### src/rtl/launch_sequencer_pkg.sv
// launch_sequencer_pkg
// Purpose: shared types and constants for the launch sequencer slice:
//          FSM state enum, playfield limits and coordinate/velocity widths.
// Ports:   none (package).
package launch_sequencer_pkg;

    localparam int X_W     = 9;
    localparam int Y_W     = 8;
    localparam int VEL_W   = 5;
    localparam int FRAME_W = 10;

    localparam logic [X_W-1:0] X_MAX   = 9'd287;
    localparam logic [Y_W-1:0] Y_FLOOR = 8'd207;

    typedef enum logic [3:0] {
        S_IDLE,
        S_PRESET,
        S_LOAD,
        S_DRAW0,
        S_WAIT_TICK,
        S_ERASE,
        S_STEP,
        S_SAMPLE,
        S_DRAW,
        S_CHECK,
        S_FINISH
    } state_t;

endpackage

### src/rtl/launch_sequencer_if.sv
// launch_sequencer_if
// Purpose: sprite draw handshake between the sequencer (master) and the
//          sprite writer (slave).
// Signals: draw_req   - request, held until draw_done
//          draw_erase - 1 = erase, 0 = draw
//          draw_x/y   - sprite coordinates
//          draw_done  - one-cycle completion pulse from the writer
interface launch_sequencer_if;
    import launch_sequencer_pkg::*;

    logic           draw_req;
    logic           draw_erase;
    logic [X_W-1:0] draw_x;
    logic [Y_W-1:0] draw_y;
    logic           draw_done;

    modport master (
        output draw_req,
        output draw_erase,
        output draw_x,
        output draw_y,
        input  draw_done
    );

    modport slave (
        input  draw_req,
        input  draw_erase,
        input  draw_x,
        input  draw_y,
        output draw_done
    );

endinterface

### src/rtl/launch_sequencer_sprite_req_ctrl.sv
// sprite_req_ctrl
// Purpose: one draw/erase request to the sprite writer. A start pulse latches
//          erase flag and coordinates and raises draw_req; everything holds
//          until draw_done, after which draw_req drops on the next cycle.
// Ports:   clk, reset_n (sync, active-low)
//          i_start, i_erase, i_x, i_y - request launch and its payload
//          i_draw_done               - completion from the writer
//          o_draw_req, o_draw_erase, o_draw_x, o_draw_y - request outputs
//          o_finished                - high in the cycle draw_done is accepted
module sprite_req_ctrl
    import launch_sequencer_pkg::*;
(
    input  logic           clk,
    input  logic           reset_n,
    input  logic           i_start,
    input  logic           i_erase,
    input  logic [X_W-1:0] i_x,
    input  logic [Y_W-1:0] i_y,
    input  logic           i_draw_done,
    output logic           o_draw_req,
    output logic           o_draw_erase,
    output logic [X_W-1:0] o_draw_x,
    output logic [Y_W-1:0] o_draw_y,
    output logic           o_finished
);

    logic           r_req;
    logic           r_erase;
    logic [X_W-1:0] r_x;
    logic [Y_W-1:0] r_y;

    always_ff @(posedge clk) begin
        if (!reset_n) begin
            r_req   <= 1'b0;
            r_erase <= 1'b0;
            r_x     <= '0;
            r_y     <= '0;
        end else if (r_req) begin
            if (i_draw_done)
                r_req <= 1'b0;
        end else if (i_start) begin
            r_req   <= 1'b1;
            r_erase <= i_erase;
            r_x     <= i_x;
            r_y     <= i_y;
        end
    end

    // A done pulse with no request outstanding is ignored.
    assign o_finished   = r_req & i_draw_done;
    assign o_draw_req   = r_req;
    assign o_draw_erase = r_erase;
    assign o_draw_x     = r_x;
    assign o_draw_y     = r_y;

endmodule

### src/rtl/launch_sequencer.sv
// launch_sequencer
// Purpose: sequences one projectile shot: resets and loads the physics block,
//          then per frame erases the sprite, steps physics and redraws, until
//          the position settles or the frame limit is hit.
// Ports:   clk, reset_n (sync, active-low)
//          i_launch, i_x_vel_cfg, i_y_vel_cfg - shot start and velocities
//          i_frame_tick, i_x_pos, i_y_pos     - frame strobe, physics position
//          draw_if (master)                   - sprite draw handshake
//          o_phys_rst_n, o_phys_load, o_phys_go, o_x_vel_out, o_y_vel_out
//          o_busy, o_done, o_frame_cnt
//          o_drop_cnt - only when LAUNCH_DROP_COUNT_EN is defined
// Optional: LAUNCH_DROP_COUNT_EN adds a saturating count of frame ticks
//           dropped while busy outside WAIT_TICK.
//
// state     | meaning
// ----------+-----------------------------------------------
// IDLE      | waiting for launch
// PRESET    | physics reset pulse
// LOAD      | physics velocity load pulse
// DRAW0     | initial sprite draw
// WAIT_TICK | waiting for frame_tick
// ERASE     | erase sprite at last drawn position
// STEP      | physics step pulse
// SAMPLE    | wait for physics registers to update
// DRAW      | draw sprite at new position
// CHECK     | settle / frame-limit evaluation
// FINISH    | done pulse
module launch_sequencer
    import launch_sequencer_pkg::*;
#(
    parameter int MAX_FRAMES    = 600,
    parameter int SETTLE_FRAMES = 4
)(
    input  logic               clk,
    input  logic               reset_n,
    input  logic               i_launch,
    input  logic [VEL_W-1:0]   i_x_vel_cfg,
    input  logic [VEL_W-1:0]   i_y_vel_cfg,
    input  logic               i_frame_tick,
    input  logic [X_W-1:0]     i_x_pos,
    input  logic [Y_W-1:0]     i_y_pos,
    launch_sequencer_if.master draw_if,
    output logic               o_phys_rst_n,
    output logic               o_phys_load,
    output logic               o_phys_go,
    output logic [VEL_W-1:0]   o_x_vel_out,
    output logic [VEL_W-1:0]   o_y_vel_out,
    output logic               o_busy,
    output logic               o_done,
`ifdef LAUNCH_DROP_COUNT_EN
    output logic [7:0]         o_drop_cnt,
`endif
    output logic [FRAME_W-1:0] o_frame_cnt
);

    localparam int STILL_W = $clog2(SETTLE_FRAMES + 1);
    localparam logic [STILL_W-1:0] STILL_MAX = STILL_W'(SETTLE_FRAMES);
    localparam logic [FRAME_W-1:0] FRAME_MAX = FRAME_W'(MAX_FRAMES);

    state_t             r_state;
    state_t             w_next;
    logic [VEL_W-1:0]   r_x_vel;
    logic [VEL_W-1:0]   r_y_vel;
    logic [FRAME_W-1:0] r_frame_cnt;
    logic [STILL_W-1:0] r_still_cnt;
    logic [STILL_W-1:0] w_still_next;
    logic [X_W-1:0]     r_last_x;
    logic [Y_W-1:0]     r_last_y;
    logic               r_same;
    logic               w_start;
    logic               w_erase;
    logic               w_finished;
    logic               w_launch_ok;
    logic [X_W-1:0]     w_req_x;
    logic [Y_W-1:0]     w_req_y;

    assign w_launch_ok = (r_state == S_IDLE) && i_launch;

    // Erase reuses the last drawn coordinates; draws take the live position.
    assign w_req_x = w_erase ? r_last_x : i_x_pos;
    assign w_req_y = w_erase ? r_last_y : i_y_pos;

    // Draw requests are launched on the transition into a draw state so that
    // draw_req is already high in the first cycle of that state.
    always_comb begin
        w_next       = r_state;
        w_start      = 1'b0;
        w_erase      = 1'b0;
        w_still_next = r_still_cnt;
        case (r_state)
            S_IDLE:      if (i_launch) w_next = S_PRESET;
            S_PRESET:    w_next = S_LOAD;
            S_LOAD: begin
                w_next  = S_DRAW0;
                w_start = 1'b1;
            end
            S_DRAW0:     if (w_finished) w_next = S_WAIT_TICK;
            S_WAIT_TICK: if (i_frame_tick) begin
                w_next  = S_ERASE;
                w_start = 1'b1;
                w_erase = 1'b1;
            end
            S_ERASE:     if (w_finished) w_next = S_STEP;
            S_STEP:      w_next = S_SAMPLE;
            S_SAMPLE: begin
                w_next  = S_DRAW;
                w_start = 1'b1;
            end
            S_DRAW:      if (w_finished) w_next = S_CHECK;
            S_CHECK: begin
                if (!r_same)
                    w_still_next = '0;
                else if (r_still_cnt != STILL_MAX)
                    w_still_next = r_still_cnt + 1'b1;
                if ((w_still_next == STILL_MAX) || (r_frame_cnt == FRAME_MAX))
                    w_next = S_FINISH;
                else
                    w_next = S_WAIT_TICK;
            end
            S_FINISH:    w_next = S_IDLE;
            default:     w_next = S_IDLE;
        endcase
    end

    always_ff @(posedge clk) begin
        if (!reset_n) begin
            r_state     <= S_IDLE;
            r_x_vel     <= '0;
            r_y_vel     <= '0;
            r_frame_cnt <= '0;
            r_still_cnt <= '0;
            r_last_x    <= '0;
            r_last_y    <= '0;
            r_same      <= 1'b0;
        end else begin
            r_state <= w_next;
            if (w_launch_ok) begin
                r_x_vel     <= i_x_vel_cfg;
                r_y_vel     <= i_y_vel_cfg;
                r_frame_cnt <= '0;
                r_still_cnt <= '0;
            end
            if ((r_state == S_STEP) && (r_frame_cnt != FRAME_MAX))
                r_frame_cnt <= r_frame_cnt + 1'b1;
            if (r_state == S_CHECK)
                r_still_cnt <= w_still_next;
            // Compare against the previous draw before overwriting it.
            if (w_start && !w_erase) begin
                r_last_x <= i_x_pos;
                r_last_y <= i_y_pos;
                r_same   <= (i_x_pos == r_last_x) && (i_y_pos == r_last_y);
            end
        end
    end

    sprite_req_ctrl u_sprite_req_ctrl (
        .clk          (clk),
        .reset_n      (reset_n),
        .i_start      (w_start),
        .i_erase      (w_erase),
        .i_x          (w_req_x),
        .i_y          (w_req_y),
        .i_draw_done  (draw_if.draw_done),
        .o_draw_req   (draw_if.draw_req),
        .o_draw_erase (draw_if.draw_erase),
        .o_draw_x     (draw_if.draw_x),
        .o_draw_y     (draw_if.draw_y),
        .o_finished   (w_finished)
    );

    // State-decoded strobes are gated by reset so they drop as soon as
    // reset_n is asserted; phys_rst_n follows reset directly.
    assign o_phys_rst_n = reset_n && (r_state != S_PRESET);
    assign o_phys_load  = reset_n && (r_state == S_LOAD);
    assign o_phys_go    = reset_n && (r_state == S_STEP);
    assign o_busy       = reset_n && (r_state != S_IDLE);
    assign o_done       = reset_n && (r_state == S_FINISH);
    assign o_x_vel_out  = r_x_vel;
    assign o_y_vel_out  = r_y_vel;
    assign o_frame_cnt  = r_frame_cnt;

`ifdef LAUNCH_DROP_COUNT_EN
    logic [7:0] r_drop_cnt;

    always_ff @(posedge clk) begin
        if (!reset_n)
            r_drop_cnt <= '0;
        else if (w_launch_ok)
            r_drop_cnt <= '0;
        else if (i_frame_tick && (r_state != S_IDLE) && (r_state != S_WAIT_TICK)
                 && (r_drop_cnt != 8'hFF))
            r_drop_cnt <= r_drop_cnt + 1'b1;
    end

    assign o_drop_cnt = r_drop_cnt;
`endif

endmodule

### src/flat_wrapper.sv
// flat-port wrapper written by rule: the top's interface ports become plain ports
module launch_sequencer_flat import launch_sequencer_pkg::*;
#(
    parameter int MAX_FRAMES    = 600,
    parameter int SETTLE_FRAMES = 4
)
  (clk, reset_n, i_launch, i_x_vel_cfg, i_y_vel_cfg, i_frame_tick, i_x_pos, i_y_pos, o_phys_rst_n, o_phys_load, o_phys_go, o_x_vel_out, o_y_vel_out, o_busy, o_done, o_frame_cnt, draw_if_draw_req, draw_if_draw_erase, draw_if_draw_x, draw_if_draw_y, draw_if_draw_done);
  launch_sequencer_if draw_if_i ();
  input  logic clk;
  input  logic reset_n;
  input  logic i_launch;
  input  logic [VEL_W-1:0] i_x_vel_cfg;
  input  logic [VEL_W-1:0] i_y_vel_cfg;
  input  logic i_frame_tick;
  input  logic [X_W-1:0] i_x_pos;
  input  logic [Y_W-1:0] i_y_pos;
  output logic o_phys_rst_n;
  output logic o_phys_load;
  output logic o_phys_go;
  output logic [VEL_W-1:0] o_x_vel_out;
  output logic [VEL_W-1:0] o_y_vel_out;
  output logic o_busy;
  output logic o_done;
  output logic [FRAME_W-1:0] o_frame_cnt;
  output wire logic [$bits(draw_if_i.draw_req)-1:0] draw_if_draw_req;
  output wire logic [$bits(draw_if_i.draw_erase)-1:0] draw_if_draw_erase;
  output wire logic [$bits(draw_if_i.draw_x)-1:0] draw_if_draw_x;
  output wire logic [$bits(draw_if_i.draw_y)-1:0] draw_if_draw_y;
  input wire logic [$bits(draw_if_i.draw_done)-1:0] draw_if_draw_done;
  assign draw_if_draw_req = draw_if_i.draw_req;
  assign draw_if_draw_erase = draw_if_i.draw_erase;
  assign draw_if_draw_x = draw_if_i.draw_x;
  assign draw_if_draw_y = draw_if_i.draw_y;
  assign draw_if_i.draw_done = draw_if_draw_done;
  launch_sequencer #(.MAX_FRAMES(MAX_FRAMES), .SETTLE_FRAMES(SETTLE_FRAMES)) u_core (.clk(clk), .reset_n(reset_n), .i_launch(i_launch), .i_x_vel_cfg(i_x_vel_cfg), .i_y_vel_cfg(i_y_vel_cfg), .i_frame_tick(i_frame_tick), .i_x_pos(i_x_pos), .i_y_pos(i_y_pos), .draw_if(draw_if_i), .o_phys_rst_n(o_phys_rst_n), .o_phys_load(o_phys_load), .o_phys_go(o_phys_go), .o_x_vel_out(o_x_vel_out), .o_y_vel_out(o_y_vel_out), .o_busy(o_busy), .o_done(o_done), .o_frame_cnt(o_frame_cnt));
endmodule
### config.mk
export PLATFORM = sky130hd
export DESIGN_NAME = launch_sequencer_flat
export DESIGN_NICKNAME = d
export VERILOG_FILES = /design/src/rtl/launch_sequencer_pkg.sv /design/src/rtl/launch_sequencer_if.sv /design/src/rtl/launch_sequencer_sprite_req_ctrl.sv /design/src/rtl/launch_sequencer.sv /design/src/flat_wrapper.sv
export SDC_FILE = /design/constraint.sdc
export NUM_CORES = 1
export LEC_CHECK = 0
export CORE_AREA = 2 2 85 87
export DETAILED_ROUTE_END_ITERATION = 12
export DIE_AREA = 0 0 87 89
export DONT_BUFFER_PORTS = 1
export PLACE_DENSITY_LB_ADDON = 0.25
export SYNTH_ARGS = -nofsm -noshare
export SYNTH_HDL_FRONTEND = slang
export SYNTH_SLANG_ARGS = --single-unit
### constraint.sdc
create_clock -name clk -period 5.14 [get_ports clk]
set_input_delay 0.257 -clock clk [delete_from_list [all_inputs] [get_ports clk]]
set_output_delay 0.257 -clock clk [all_outputs]
set_load 0.02 [all_outputs]
==> flow_summary.toml <==
[status]
status = "finished clean"

[die]
die_area_mm2 = 0.00774
num_rows = 30
io_pins = 76
start_util_pct = 49.8
die_y_um = 89
die_x_um = 87
core_mm2 = 0.00672

[global_routing]
antenna_found_initial = 0
grt_util_all_layers_pct = 19.6
grt_pass1_vias = 2516
grt_pass1_wl_um = 12000
grt_most_used_layer = "met2"
met3_usage_pct = 6.28
grtUsageMet2_pct = 32.3
gr-usage-met1_pct = 24.2
grt_start_max_net_pins = 41
overflow = 0

[finish]
nFillCells = 597
final_cells = 455
drive_above_1_share_pct = 11.5
area_delta_synth_final_pct = 6.43
n_antenna_cell = 0
fin_nets = 406

[yosys]
post_synth.cell_area_avg_um2 = 8.74
synth_top_family_by_area = "compound AO/OA/AOI/OAI gates"
synth_compound_area_share_pct = 22.2
yosysSeqAreaShare_pct = 38.3
async_reset_ff_share_pct = 0
synth.distinct_cells = 57
synthFlopType = "dfxtp_1"
muxShareOfSynthArea_pct = 7.14
synthesis.area_mm2 = 0.00335
synth_enable_flop_cells = 0
syn_inst = 383
synth_seq_cells = 64
synth-xor-area-share_pct = 5.76
synth_simple_gate_area_share_pct = 20.0
synth_nets = 419
synth_fa_ha_area_share_pct = 1.50
yosys_warnings = 0

[clock_network]
clock_latency_ns = 0.33
cts_buffer_depth = 2
cts_setup_buffers = 0
clk_pin_slew_ns = 0.08
cts_tree = "yes"
root_buffer = "clkbuf_8"
cts_resized = 0
cts_max_level = 3
cts_made_buffers = 9
cts_num_sinks = 64
cts.hold.buffers_added = 0

[route]
drc_errors = 0
drtIter0Drc = 184
wl_per_cell_um = 16.5
dr.pass1.iters = 5
vias_per_cell = 5.95
dr_total_vias = 2708
ant_nets = 0
wirelength_um = 7500

[place]
globalplace.congestion = 0.854
post-place-cells = 439
io_buffers = 0
hpwl_um = 5040

[critical_path]
critPathSlowestCell = "nor4_2"
arrival_ns = 2.32
critical_path.max_stage_delay_ns = 0.64
crit_chain = "nor4_2 > nand2_1 > o311ai_0 > a21oi_1"
worstSetupStartpointType = "flop"
cp_top_family = "simple AND/OR/NAND/NOR gates"
cp_num_buf_inv = 0
crit_path_end_kind = "flop"
path_class = "reg -> reg"
cp_max_fo = 17
worst_ep_required_time_ns = 5.34

[timing]
whs_ns = 0.0512
fmax_mhz = 473
setup_viol = 0
maxSlewHeadroom_pct = 54.7
min_period_over_period_pct = 41.1
tightest_slew_ns = 0.679
grt_setup_unrepaired = "no"
period_needed_ns = 2.11
hold_viol_final = 0
setup_tns_ns = 0
clock_skew_ns = 0.00713
maxSlewViolCount = 0

[power]
p_per_area_mw_per_mm2 = 373
power_leakage_nw = 1.33
irDropWorstVdd_uv = 187

[worst_hold_path]
hold_class = "in -> reg"

[flow_run]
maxCapViolCount = 0
==> flip-flops by register name, summed over array words and instances, names as in the netlist <==
signal and cells:
u_core.o_frame_cnt 10, u_core.o_x_vel_out 5, u_core.u_sprite_req_ctrl.o_draw_y 8, u_core.u_sprite_req_ctrl.o_draw_req 1, u_core.r_last_y 8, u_core.r_same 1, u_core.r_still_cnt 3, u_core.u_sprite_req_ctrl.o_draw_x 9
u_core.r_state 4, u_core.u_sprite_req_ctrl.o_draw_erase 1, u_core.r_last_x 9, u_core.o_y_vel_out 5
==> stage by stage <==
| stage | total power, W | util, % | instance area (µm²) | worst slack (ns) |
|---|---|---|---|---|
| after floorplan | 0.000824 | - | 3350 | 3.52 |
| after global routing | 0.00140 | 53.0 | 3560 | 2.78 |
| after global placement | 0.000856 | 49.7 | 3340 | 3.01 |
| after detailed placement | 0.000859 | 49.7 | 3340 | 3.00 |
| final | 0.00133 | 53.0 | 3560 | 3.03 |
| after CTS | 0.00134 | 53.0 | 3560 | 2.98 |
==> power breakdown <==
group	leakage, nW	internal (W)	total (W)	switching [W]
clock network	0.106	0.000286	0.000481	0.000196
logic	0.703	0.0000923	0.000223	0.000131
registers	0.520	0.000543	0.000625	0.0000818
total	1.33	0.000921	0.00133	0.000408
==> kinds of logic after synthesis <==
kind of cell             after synthesis
adder cells (fa/ha/maj)                4
flip-flops                            64
buffers and inverters                 38
XOR/XNOR                              22
AND/OR/NAND/NOR                      131
AO/OA/AOI/OAI                        106
multiplexers                          18
==> cell type report <==
cell class                      instances  area, µm²  area share, %
Multi-Input combinational cell        281       1900           53.2
Timing Repair Buffer                    3       22.5          0.632
Clock buffer                           11        141           3.97
Inverter                               11       41.3           1.16
Sequential cell                        64       1280           36.0
Tap cell                               80        100           2.81
Clock inverter                          5       80.1           2.25
==> Yosys cell counts, types with 5 or more instances <==
| library cell | instances | share of area, % |
|---|---|---|
| a21oi_1 | 41 | 6.1 |
| and2_1 | 7 | 1.3 |
| buf_2 | 7 | 1.0 |
| clkbuf_1 | 16 | 1.8 |
| dfxtp_1 | 64 | 38 |
| inv_1 | 10 | 1.1 |
| mux2_2 | 7 | 2.4 |
| mux2_4 | 10 | 4.5 |
| nand2_1 | 63 | 7.1 |
| nand3_1 | 16 | 2.4 |
| nor2_1 | 8 | 0.90 |
| nor3_1 | 7 | 1.0 |
| o21ai_0 | 6 | 0.90 |
| o21bai_1 | 17 | 3.8 |
| o311a_1 | 18 | 5.4 |
| xnor2_1 | 5 | 1.3 |
| xor2_1 | 17 | 4.4 |
==> routing by layer <==
| layer | share of wire, % | wire length (µm) |
|---|---|---|
| met5 | 0 | 0 |
| met4 | 0.69 | 52 |
| met3 | 7.5 | 564 |
| met2 | 47 | 3490 |
| met1 | 45 | 3390 |
==> cells in the final DEF, fill, tap and decap left out, types with 10 or more instances in the layout <==
cell type and n:
a21oi_1 41, clkbuf_8 10, dfxtp_1 64, inv_1 10, mux2_4 10, nand2_1 63, nand3_1 16, o21bai_1 17
o311a_1 18, xor2_1 17
==> worst paths after layout <==
check                                   startpoint                     to  cells past startpoint  slack, ns
worst max-delay path             u_core.r_state[0]  u_core.o_frame_cnt[9]                      4       3.03
worst min-delay path                    i_y_pos[7]     u_core.r_last_y[7]                      2       0.05
worst max register to register   u_core.r_state[0]  u_core.o_frame_cnt[9]                      4       3.03
worst min register to register  u_core.r_last_x[2]     u_core.r_last_x[2]                      2       0.48
==> worst register-to-register path: stages, from the launching register on <==
cell and delay, ns:
dfxtp_1 0.50, nor4_2 0.64, nand2_1 0.49, o311ai_0 0.25
a21oi_1 0.10
Note: power is estimated with default switching activity, not from simulation.
